<file path="src/rtl/alu_pkg.sv">
// Shared definitions for the ALU: default operand width and the opcode enumeration.
package alu_pkg;

    localparam int DEFAULT_WIDTH = 8;

    typedef enum logic [2:0] {
        OP_AND = 3'b000,
        OP_OR  = 3'b001,
        OP_ADD = 3'b010,
        OP_NOT = 3'b011,
        OP_SUB = 3'b100,
        OP_SLT = 3'b101,
        OP_SLL = 3'b110,
        OP_XOR = 3'b111
    } opcode_e;

endpackage

</file>
<file path="src/rtl/alu_addsub.sv">
// WIDTH-bit modular adder/subtractor with sign and signed-overflow outputs.
// Subtraction is done as a + ~b + 1, so overflow is detected the same way for
// both: operands (after inversion) share a sign that the sum does not.
module alu_addsub
    import alu_pkg::*;
#(
    parameter int WIDTH = DEFAULT_WIDTH
) (
    input  logic [WIDTH-1:0] a_i,
    input  logic [WIDTH-1:0] b_i,
    input  logic             sub_i,
    output logic [WIDTH-1:0] sum_o,
    output logic             sign_o,
    output logic             ovf_o
);

    logic [WIDTH-1:0] b_eff;

    // Two's complement add/subtract; carry out is intentionally dropped.
    always_comb begin
        b_eff  = sub_i ? ~b_i : b_i;
        sum_o  = a_i + b_eff + WIDTH'(sub_i);
        sign_o = sum_o[WIDTH-1];
        ovf_o  = (a_i[WIDTH-1] == b_eff[WIDTH-1]) && (sum_o[WIDTH-1] != a_i[WIDTH-1]);
    end

endmodule

</file>
<file path="src/rtl/alu.sv">
// Single-cycle registered ALU. Result, zero and set flags are captured together
// on every rising clock edge; there is no handshake and no enable.
// Optional feature macro: ALU_OVERFLOW_EN builds a registered signed-overflow
// flag for ADD/SUB; without it ovf_o is tied to 0.
module alu
    import alu_pkg::*;
#(
    parameter int WIDTH = DEFAULT_WIDTH
) (
    input  logic             clk_i,
    input  logic             rst_ni,
    input  logic [WIDTH-1:0] rs_i,
    input  logic [WIDTH-1:0] rt_i,
    input  logic [2:0]       opcode_i,
    output logic [WIDTH-1:0] alu_result_o,
    output logic             zero,
    output logic             set_o,
    output logic             ovf_o
);

    opcode_e          op;
    logic [WIDTH-1:0] add_sum;
    logic             add_sign;
    logic             add_ovf;
    logic [WIDTH-1:0] sub_sum;
    logic             sub_sign;
    logic             sub_ovf;
    logic             a_lt_b;
    logic             unused_add_flags;

    logic [WIDTH-1:0] result_d, result_q;
    logic             zero_d, zero_q;
    logic             set_d, set_q;

    assign op = opcode_e'(opcode_i);

    alu_addsub #(.WIDTH(WIDTH)) u_add (
        .a_i    (rs_i),
        .b_i    (rt_i),
        .sub_i  (1'b0),
        .sum_o  (add_sum),
        .sign_o (add_sign),
        .ovf_o  (add_ovf)
    );

    // The subtractor runs every cycle: it feeds SUB, SLT and the set flag.
    alu_addsub #(.WIDTH(WIDTH)) u_sub (
        .a_i    (rs_i),
        .b_i    (rt_i),
        .sub_i  (1'b1),
        .sum_o  (sub_sum),
        .sign_o (sub_sign),
        .ovf_o  (sub_ovf)
    );

    // Signed A < B: sign of A-B, flipped when the subtraction overflowed.
    assign a_lt_b = sub_sign ^ sub_ovf;

    // Next result and flags; unary ops never look at rt_i.
    always_comb begin
        result_d = '0;
        case (op)
            OP_AND:  result_d = rs_i & rt_i;
            OP_OR:   result_d = rs_i | rt_i;
            OP_ADD:  result_d = add_sum;
            OP_NOT:  result_d = ~rs_i;
            OP_SUB:  result_d = sub_sum;
            OP_SLT:  result_d = {{(WIDTH-1){1'b0}}, a_lt_b};
            OP_SLL:  result_d = {rs_i[WIDTH-2:0], 1'b0};
            OP_XOR:  result_d = rs_i ^ rt_i;
            default: result_d = '0;
        endcase
        zero_d = (result_d == '0);
        set_d  = a_lt_b;
    end

    // Result and flag registers; reset shows a zero result with zero flag set.
    always_ff @(posedge clk_i or negedge rst_ni) begin
        if (!rst_ni) begin
            result_q <= '0;
            zero_q   <= 1'b1;
            set_q    <= 1'b0;
        end else begin
            result_q <= result_d;
            zero_q   <= zero_d;
            set_q    <= set_d;
        end
    end

    assign alu_result_o = result_q;
    assign zero         = zero_q;
    assign set_o        = set_q;

`ifdef ALU_OVERFLOW_EN
    logic ovf_d, ovf_q;

    // Overflow only means something for ADD and SUB.
    always_comb begin
        ovf_d = 1'b0;
        if (op == OP_ADD) begin
            ovf_d = add_ovf;
        end else if (op == OP_SUB) begin
            ovf_d = sub_ovf;
        end
    end

    // Overflow flag captured alongside the result.
    always_ff @(posedge clk_i or negedge rst_ni) begin
        if (!rst_ni) begin
            ovf_q <= 1'b0;
        end else begin
            ovf_q <= ovf_d;
        end
    end

    assign ovf_o            = ovf_q;
    assign unused_add_flags = add_sign;
`else
    assign ovf_o            = 1'b0;
    assign unused_add_flags = add_sign ^ add_ovf;
`endif

endmodule

</file>
<file path="config.mk">
export PLATFORM = sky130hd
export DESIGN_NAME = alu
export DESIGN_NICKNAME = d
export VERILOG_FILES = /design/src/rtl/alu_pkg.sv /design/src/rtl/alu_addsub.sv /design/src/rtl/alu.sv
export SDC_FILE = /design/constraint.sdc
export NUM_CORES = 1
export LEC_CHECK = 0
export ABC_AREA = 1
export BUFFER_PORTS_ARGS = -buffer_cell sky130_fd_sc_hd__buf_2
export CORE_UTILIZATION = 50
export CTS_BUF_LIST = sky130_fd_sc_hd__clkbuf_4
export DETAILED_ROUTE_END_ITERATION = 8
export HOLD_SLACK_MARGIN = 0.02
export PLACE_DENSITY = 0.75
export SETUP_SLACK_MARGIN = 0.15
export SLEW_MARGIN = 30
export SYNTH_ARGS = -nofsm -noshare
export SYNTH_HDL_FRONTEND = slang
export SYNTH_SLANG_ARGS = --single-unit
</file>
<file path="constraint.sdc">
create_clock -name clk_i -period 0.8 [get_ports clk_i]
set_input_delay 0.12 -clock clk_i [delete_from_list [all_inputs] [get_ports clk_i]]
set_output_delay 0.12 -clock clk_i [all_outputs]
set_load 0.02 [all_outputs]
</file>
==> key figures, run 1 <==
Clock tree
  – Htree depth: 1
  – Max clock buf depth: 2
  – CTS Buf Count: 3
  – CTS Sinks: 10
  – Clock Root Buffer: clkbuf_4

Place
  – Hpwl dp: 4.16 mm
  – Port Buffers: 30
  – Placed cells: about 410
  – Global placement routability congestion: about 0.92

Die
  – Rows: 20
  – IO Pins: 32
  – Die height: about 60 µm
  – Die Width: about 60 µm
  – Initial Util: between 50% and 60%

Logic synthesis
  – Syn nets: between 300 and 400
  – Synth top area share: between 10% and 20%
  – Synth Area per Inst: ~6.1 µm²
  – Seq/Total Area, Yosys: around 15%
  – Total number of yosys warnings: 0
  – Synthesized flop and latch total: 10
  – Synthesized area: roughly 1700 µm²
  – Synth Instances: 280
  – Cell taking the most area after synthesis: ha_1
  – Synth top area cells: ha_1, nand2_1, dfrtp_1
  – Synth cell types: 27

Run status
  – Status: aborted with a tool error
  – First Err: [ERROR DPL-0038] Utilization greater than 100%, impossible to legalize
  – Stop stage: 5_1_grt

Timing
  – GR repair worst EP: zero$_DFF_PN1_/D
  – WEP type: register data pin

Global routing
  – Largest net degree at the start of global routing: 11
[cell families after synthesis]
group	Yosys count	synth area share, %
xor+xnor	1	0.516
simple gates	161	43.2
flops	10	14.8
compound gates	17	5.46
buf+inv	63	15.0
other cells	1	0.221
fa+ha+maj	27	20.8
[repair_timing]
action	CTS
setup endpoints to repair	20
endpoints found under the hold margin	10
buffers inserted	19
pin swaps	33
hold buffers	1
cloned	0
gates resized for setup	89
[cell usage after synthesis, drive strengths merged]
cell type,count
dfrtp,9
a21boi,1
dfstp,1
nand3b,4
fa,2
nor2,33
and2,1
nand2,63
nand3,38
buf,8
nor3,5
or2,4
nand4,13
conb,1
xnor2,1
inv,55
o21ai,5
o22ai,2
a21oi,8
o211ai,1
ha,25
[metrics by stage]
stage	setup slack (ns)	cell area, µm²
after floorplan	-0.688	1870
after global placement	-0.984	2470
after detailed placement	-1.03	2470
after CTS	-0.637	2940
==> run 2: changes to the inputs <==
--- a/config.mk
+++ b/config.mk
@@ -7,12 +7,9 @@
 export LEC_CHECK = 0
 export ABC_AREA = 1
 export BUFFER_PORTS_ARGS = -buffer_cell sky130_fd_sc_hd__buf_2
-export CORE_UTILIZATION = 50
-export CTS_BUF_LIST = sky130_fd_sc_hd__clkbuf_4
+export CORE_UTILIZATION = 35
 export DETAILED_ROUTE_END_ITERATION = 8
-export HOLD_SLACK_MARGIN = 0.02
-export PLACE_DENSITY = 0.75
-export SETUP_SLACK_MARGIN = 0.15
+export PLACE_DENSITY_LB_ADDON = 0.15
 export SLEW_MARGIN = 30
 export SYNTH_ARGS = -nofsm -noshare
 export SYNTH_HDL_FRONTEND = slang
==> run 2 against run 1 <==
  * The flow now finishes, with violations (setup timing)
  * Synthesized area unchanged
  * Synthesized cell count unchanged
==> key figures, run 2 <==
Timing
  – Final setup viols: 20
  – FMAX: ~0.66 GHz
  – Unrepaired setup endpoints after global routing: yes
  – Hold slack: 0.275 ns
  – Fin worst setup slack: -0.721 ns
  – Final min period: roughly 1.5 ns
  – Final hold violations: 0
  – Max Transition Viols Final: 0
  – Tcrit/Tclk final: 190%

Global routing
  – Vias in the first global route: around 2200
  – Largest net degree at the start of global routing: 11
  – Initial antenna violation count: 0
  – Gr usage total: 23.9%
  – First-pass GRT wire length: between 9 and 10 mm
  – Grt total ovfl: 0

Route
  – Initial DRT Pass Iterations: 5
  – WL per Instance: approximately 14 µm
  – Final WL: between 6 and 7 mm
  – Via count: approximately 2200
  – Antenna violation net count after detailed routing: 0
  – Max layer used: met4
  – Via/cell ratio: between 4 and 5
  – Met2 WL: between 3 and 4 mm
  – WL met1: ~2.4 mm
  – Initial DRC Count: about 160
  – Routed wl met3: ~350 µm
  – DRC Markers: 0

Logic synthesis
  – Seq/Total Area, Yosys: 14.8% (unchanged)
  – Most instantiated cells after synthesis: nand2_1, inv_1, nand3_1
  – Ys flop type: dfrtp_1
  – Synth cell types: 27 (unchanged)
  – Total number of yosys warnings: 0 (unchanged)
  – Syn nets: 328 (unchanged)
  – Synth Instances: 280 (unchanged)
  – Synth top area cells: ha_1, nand2_1, dfrtp_1
  – Most frequent cell after synthesis: nand2_1
  – Synthesized flop and latch total: 10 (unchanged)
  – Synthesized area: 1700 µm² (unchanged)
  – Synth Area per Inst: 6.06 µm² (unchanged)
  – EDFF count, synth: 0 (unchanged)
  – Cell taking the most area after synthesis: ha_1
  – Post-synthesis async set-or-reset flop share: 100% (unchanged)
  – Synth top area share: 18.4% (unchanged)

Place
  – Port Buffers: 30 (unchanged)
  – Hpwl dp: 4.51 mm (+8.4%)
  – Global placement routability congestion: 0.922 (about the same)
  – Post-Place Worst Slack: -1.05 ns (-0.0196 ns)

Run
  – Max-cap violations: 0

Critical path
  – Crit path arrival time: ~1.7 ns
  – CP startpoint: rs_i[0]
  – Crit Path Class: in2reg
  – CP required: about 0.96 ns
  – Crit start category: input port
  – Worst setup EP type: flop
  – Maximum fanout along the worst path: 3

Clock tree
  – CTS tree: yes
  – CTS Buf Count: 3 (unchanged)
  – CTS Sinks: 10 (unchanged)
  – Clock Root Buffer: clkbuf_8
  – Htree depth: 1 (unchanged)
  – Max clock buf depth: 2 (unchanged)
  – Clk slew on worst S/H paths: roughly 0.050 ns

Hold path
  – Hold Crit Class: in2async

Layout
  – Most frequent cells in the layout: buf_4, nand2_1, inv_1, nor2_1, nand2_2
  – Max FFs per register: 8
  – Final #Nets: around 440
  – N_diodes: 0
  – Final Util: between 60% and 70%
  – Area delta synth->final: 81.3%
  – Ratio of cells with drive above 1 in the final layout: between 50% and 60%
  – Most common cell after layout, fill and taps aside: buf_4

Die
  – Die height: 71.6 µm (+19%)
  – IO Pins: 32 (unchanged)
  – Rows: 24 (+20%)
  – Die ar.: 5130 µm²
  – Die Width: 71.6 µm (+19%)
  – Initial Util: 37.7% (-17 points)
  – Core box area: 4500 µm²

Pwr
  – Maximum vdd drop: between 0.7 and 0.8 mV
  – Pwr Total: about 3200 µW
  – Pwr/cell area: 1040 nW/µm²
  – Leakage Power: ~0.0016 µW

Run status
  – Failing checks: setup timing
  – Status: complete, but fails checks
-- run 2: final timing paths --
kind / to
setup / recovery: zero$_DFF_PN1_
hold / removal: alu_result_o[3]$_DFF_PN0_
max in group asynchronous: zero$_DFF_PN1_
min in group clk_i: alu_result_o[7]$_DFF_PN0_
-- run 2: critical path, cell delays in order --
cell     delay, ns
buf_12        0.12
ha_4          0.16
fa_2          0.35
nor2_1        0.12
nor2_1        0.06
nand2_1       0.06
nand2_1       0.04
nor2_1        0.08
nand3_1       0.13
nor2_1        0.13
nand2_1       0.06
nor2_1        0.08
nand2_1       0.06
nor2_1        0.10
-- run 2: repair_timing --
action,CTS,global route
hold buffers,1,0
setup endpoints to repair,20,20
gates resized for setup,59,55
buffers inserted,9,5
pin swaps,30,34
hold endpoints to repair,10,0
-- run 2: final cells by class --
cell class | instances | area, µm²
Clock buffer | 4 | 55.1
Fill cell | 384 | 1430
Inverter | 55 | 243
Multi-Input combinational cell | 207 | 1540
Sequential cell | 10 | 251
Tap cell | 52 | 65.1
Timing Repair Buffer | 110 | 922
-- run 2: logic make-up after synthesis --
family          synth area share, %
other cells                   0.221
buf+inv                        15.0
compound gates                 5.46
xor+xnor                      0.516
fa+ha+maj                      20.8
simple gates                   43.2
flops                          14.8
-- run 2: where the power goes --
| group | switching [µW] | internal, µW | total [µW] |
|---|---|---|---|
| clock network | 182 | 431 | 613 |
| registers | 32.6 | 577 | 609 |
| logic | 1020 | 969 | 1990 |
-- run 2: per-layer routing --
| metal | vias up | global-route usage [%] |
|---|---|---|
| li1 | 1098 | - |
| met5 | - | 0 |
| met3 | 9 | 1.69 |
| met1 | 1006 | 29.4 |
| met4 | 0 | 7.41 |
| met2 | 70 | 44.1 |
-- run 2: per-stage QoR --
step | std cells | TNS [ns] | cell area, µm²
after global placement | 425 | -7.89 | 2560
after detailed placement | 425 | -8.06 | 2560
final | 438 | -5.19 | 3080
after global routing | 438 | -6.01 | 3080
after CTS | 437 | -5.36 | 2880
after floorplan | 280 | -4.34 | 1870
Note: power is estimated with default switching activity, not from simulation.
==> run 3: changes to the inputs <==
--- a/config.mk
+++ b/config.mk
@@ -6,7 +6,7 @@
 export NUM_CORES = 1
 export LEC_CHECK = 0
 export ABC_AREA = 1
-export BUFFER_PORTS_ARGS = -buffer_cell sky130_fd_sc_hd__buf_2
+export BUFFER_PORTS_ARGS = -buffer_cell sky130_fd_sc_hd__clkbuf_2
 export CORE_UTILIZATION = 35
 export DETAILED_ROUTE_END_ITERATION = 8
 export PLACE_DENSITY_LB_ADDON = 0.15
==> run 3 against run 2 <==
  * The flow still finishes with violations (setup timing)
  * Highest routed layer unchanged
  * Setup slack gained 0.050 ns
  * Critical path depth is the same
  * Critical endpoint unchanged
  * Non-clock buffer count grew 1
  * Largest power group unchanged
==> key figures, run 3 (synthesis gave the netlist of run 2 again) <==
Global routing
  – Largest net degree at the start of global routing: 11 (unchanged)
  – Vias in the first global route: 2087 (-3.1%)
  – Met3 Usage GRT: 0.563% (-1.1 points)
  – Met1 Use GR: 28.8% (-0.68 points)
  – Grt total ovfl: 0 (unchanged)
  – Initial antenna violation count: 0 (unchanged)
  – Most crowded layer after global routing: met2
  – Global-route met2 utilization: 41.5% (-2.6 points)
  – Gr usage total: 22.4% (-1.5 points)
  – First-pass GRT wire length: 9.23 mm (-4.1%)

Timing
  – Tightest Pin Transition: a little under 0.6 ns
  – Unrepaired setup endpoints after global routing: yes
  – Final min period: 1.47 ns (-0.0503 ns)
  – Tcrit/Tclk final: 184% (-6.3 points)
  – Fin worst setup slack: -0.671 ns (+0.0503 ns)
  – Final hold violations: 0 (unchanged)
  – FMAX: 0.680 GHz (+3.4%)
  – Relative slew slack: roughly three fifths
  – Max Transition Viols Final: 0 (unchanged)
  – Hold slack: 0.287 ns (+0.0115 ns)
  – Final setup viols: 20 (unchanged)

Layout
  – Final Util: 70.0% (+1.7 points)
  – N_diodes: 0 (unchanged)
  – Area delta synth->final: 85.9%
  – Max FFs per register: 8 (unchanged)
  – Filler cell count: 362 (-5.7%)
  – Most common cell after layout, fill and taps aside: buf_4
  – Most frequent cells in the layout: buf_4, nand2_1, inv_1, nand3_2, nor2_1
  – Ratio of cells with drive above 1 in the final layout: 57.9% (+3.2 points)
  – Final #Nets: 436 (+0.23%)

Route
  – Initial DRT Pass Iterations: 4 (-1)
  – Final WL: 5.84 mm (-2.8%)
  – WL per Instance: 13.3 µm (-3.0%)
  – Initial DRC Count: 106 (-32%)
  – Via/cell ratio: 4.93 (-1.0%)
  – Antenna violation net count after detailed routing: 0 (unchanged)
  – Via count: 2166 (-0.78%)
  – DRC Markers: 0 (unchanged)

Die
  – Die ar.: 5130 µm² (unchanged)
  – Rows: 24 (unchanged)
  – Die Width: 71.6 µm (unchanged)
  – IO Pins: 32 (unchanged)
  – Die height: 71.6 µm (unchanged)
  – Initial Util: 37.7% (unchanged)
  – Core box area: 4500 µm² (unchanged)

Critical path
  – Crit path arrival time: 1.65 ns (-0.03 ns)
  – CP required: 0.97 ns (about the same)
  – Crit start category: input port
  – Maximum fanout along the worst path: 3 (unchanged)
  – Worst setup EP type: flop
  – CP startpoint: rs_i[0]
  – Crit Path Class: in2reg

Clock tree
  – CTS Buf Count: 3 (unchanged)
  – Clock Root Buffer: clkbuf_8
  – Max clock buf depth: 2 (unchanged)
  – Htree depth: 1 (unchanged)
  – CTS Sinks: 10 (unchanged)
  – Clk slew on worst S/H paths: 0.05 ns (about the same)
  – CTS tree: yes

Place
  – Global placement routability congestion: 0.913 (-0.94%)
  – Port Buffers: 30 (unchanged)
  – Hpwl dp: 4.32 mm (-4.2%)

Run status
  – Failing checks: setup timing
  – Status: complete, but fails checks

Pwr
  – Maximum vdd drop: 0.723 mV (-8.0%)
  – Pwr Total: 3290 µW (+2.6%)
  – Pwr/cell area: 1040 nW/µm² (about the same)
  – Leakage Power: 0.00166 µW (+3.7%)

Hold path
  – Hold Crit Class: in2async

Run
  – Max-cap violations: 0 (unchanged)
run 3: how the worst max path moves through the flow:
stage,to,slack [ns],depth (start not counted)
after floorplan,zero$_DFF_PN1_,-0.69,12
after global placement,zero$_DFF_PN1_,-1.02,13
after detailed placement,zero$_DFF_PN1_,-1.05,13
after CTS,zero$_DFF_PN1_,-0.71,14
after global routing,zero$_DFF_PN1_,-0.81,13
final,zero$_DFF_PN1_,-0.67,14
run 3: cell type report:
type / instances / area [µm²] / share of cell area (%)
inverters: 55 / 245 / 7.77
clock buffers: 4 / 55.1 / 1.75
well taps: 52 / 65.1 / 2.06
repair buffers: 111 / 931 / 29.5
multi-input cells: 207 / 1610 / 50.9
flip-flops and latches: 10 / 251 / 7.97
run 3: repair_timing:
item                                    CTS  global route
setup buffers                             6             5
hold endpoints to repair                 10             0
resized for setup                        45            99
pin swaps                                33            36
endpoints found under the setup margin   20            20
hold buffers                              1             0
cloned                                    0             0
run 3: metal layers:
metal  wire length (µm)  up-vias
met5                  0        -
met4                122        0
met1               2550      978
met3                273       13
met2               2890       69
li1                   -     1106
run 3: power breakdown:
| group | internal [µW] | switching, µW |
|---|---|---|
| clock network | 432 | 189 |
| registers | 577 | 31.0 |
| logic | 1000 | 1060 |
| total | 2010 | 1280 |
run 3: stage by stage:
stage          std cells  worst slack (ns)  setup TNS, ns  area [µm²]
2_1_floorplan        280            -0.688          -4.34        1870
3_3_place_gp         426             -1.02          -8.05        2550
3_5_place_dp         426             -1.05          -8.20        2550
4_1_cts              436            -0.705          -5.49        2840
5_1_grt              439            -0.807          -6.28        3150
6_report             439            -0.671          -5.40        3150
run 3: critical path, stage by stage:
cell	delay [ns]
clkbuf_16	0.14
ha_4	0.16
fa_2	0.37
nor2_2	0.10
nor2_1	0.04
nand2_1	0.05
nand2_1	0.06
nor2_2	0.10
nand3_2	0.10
nor2_1	0.10
nand2_1	0.06
nor2_1	0.09
nand2_1	0.07
nor2_2	0.07
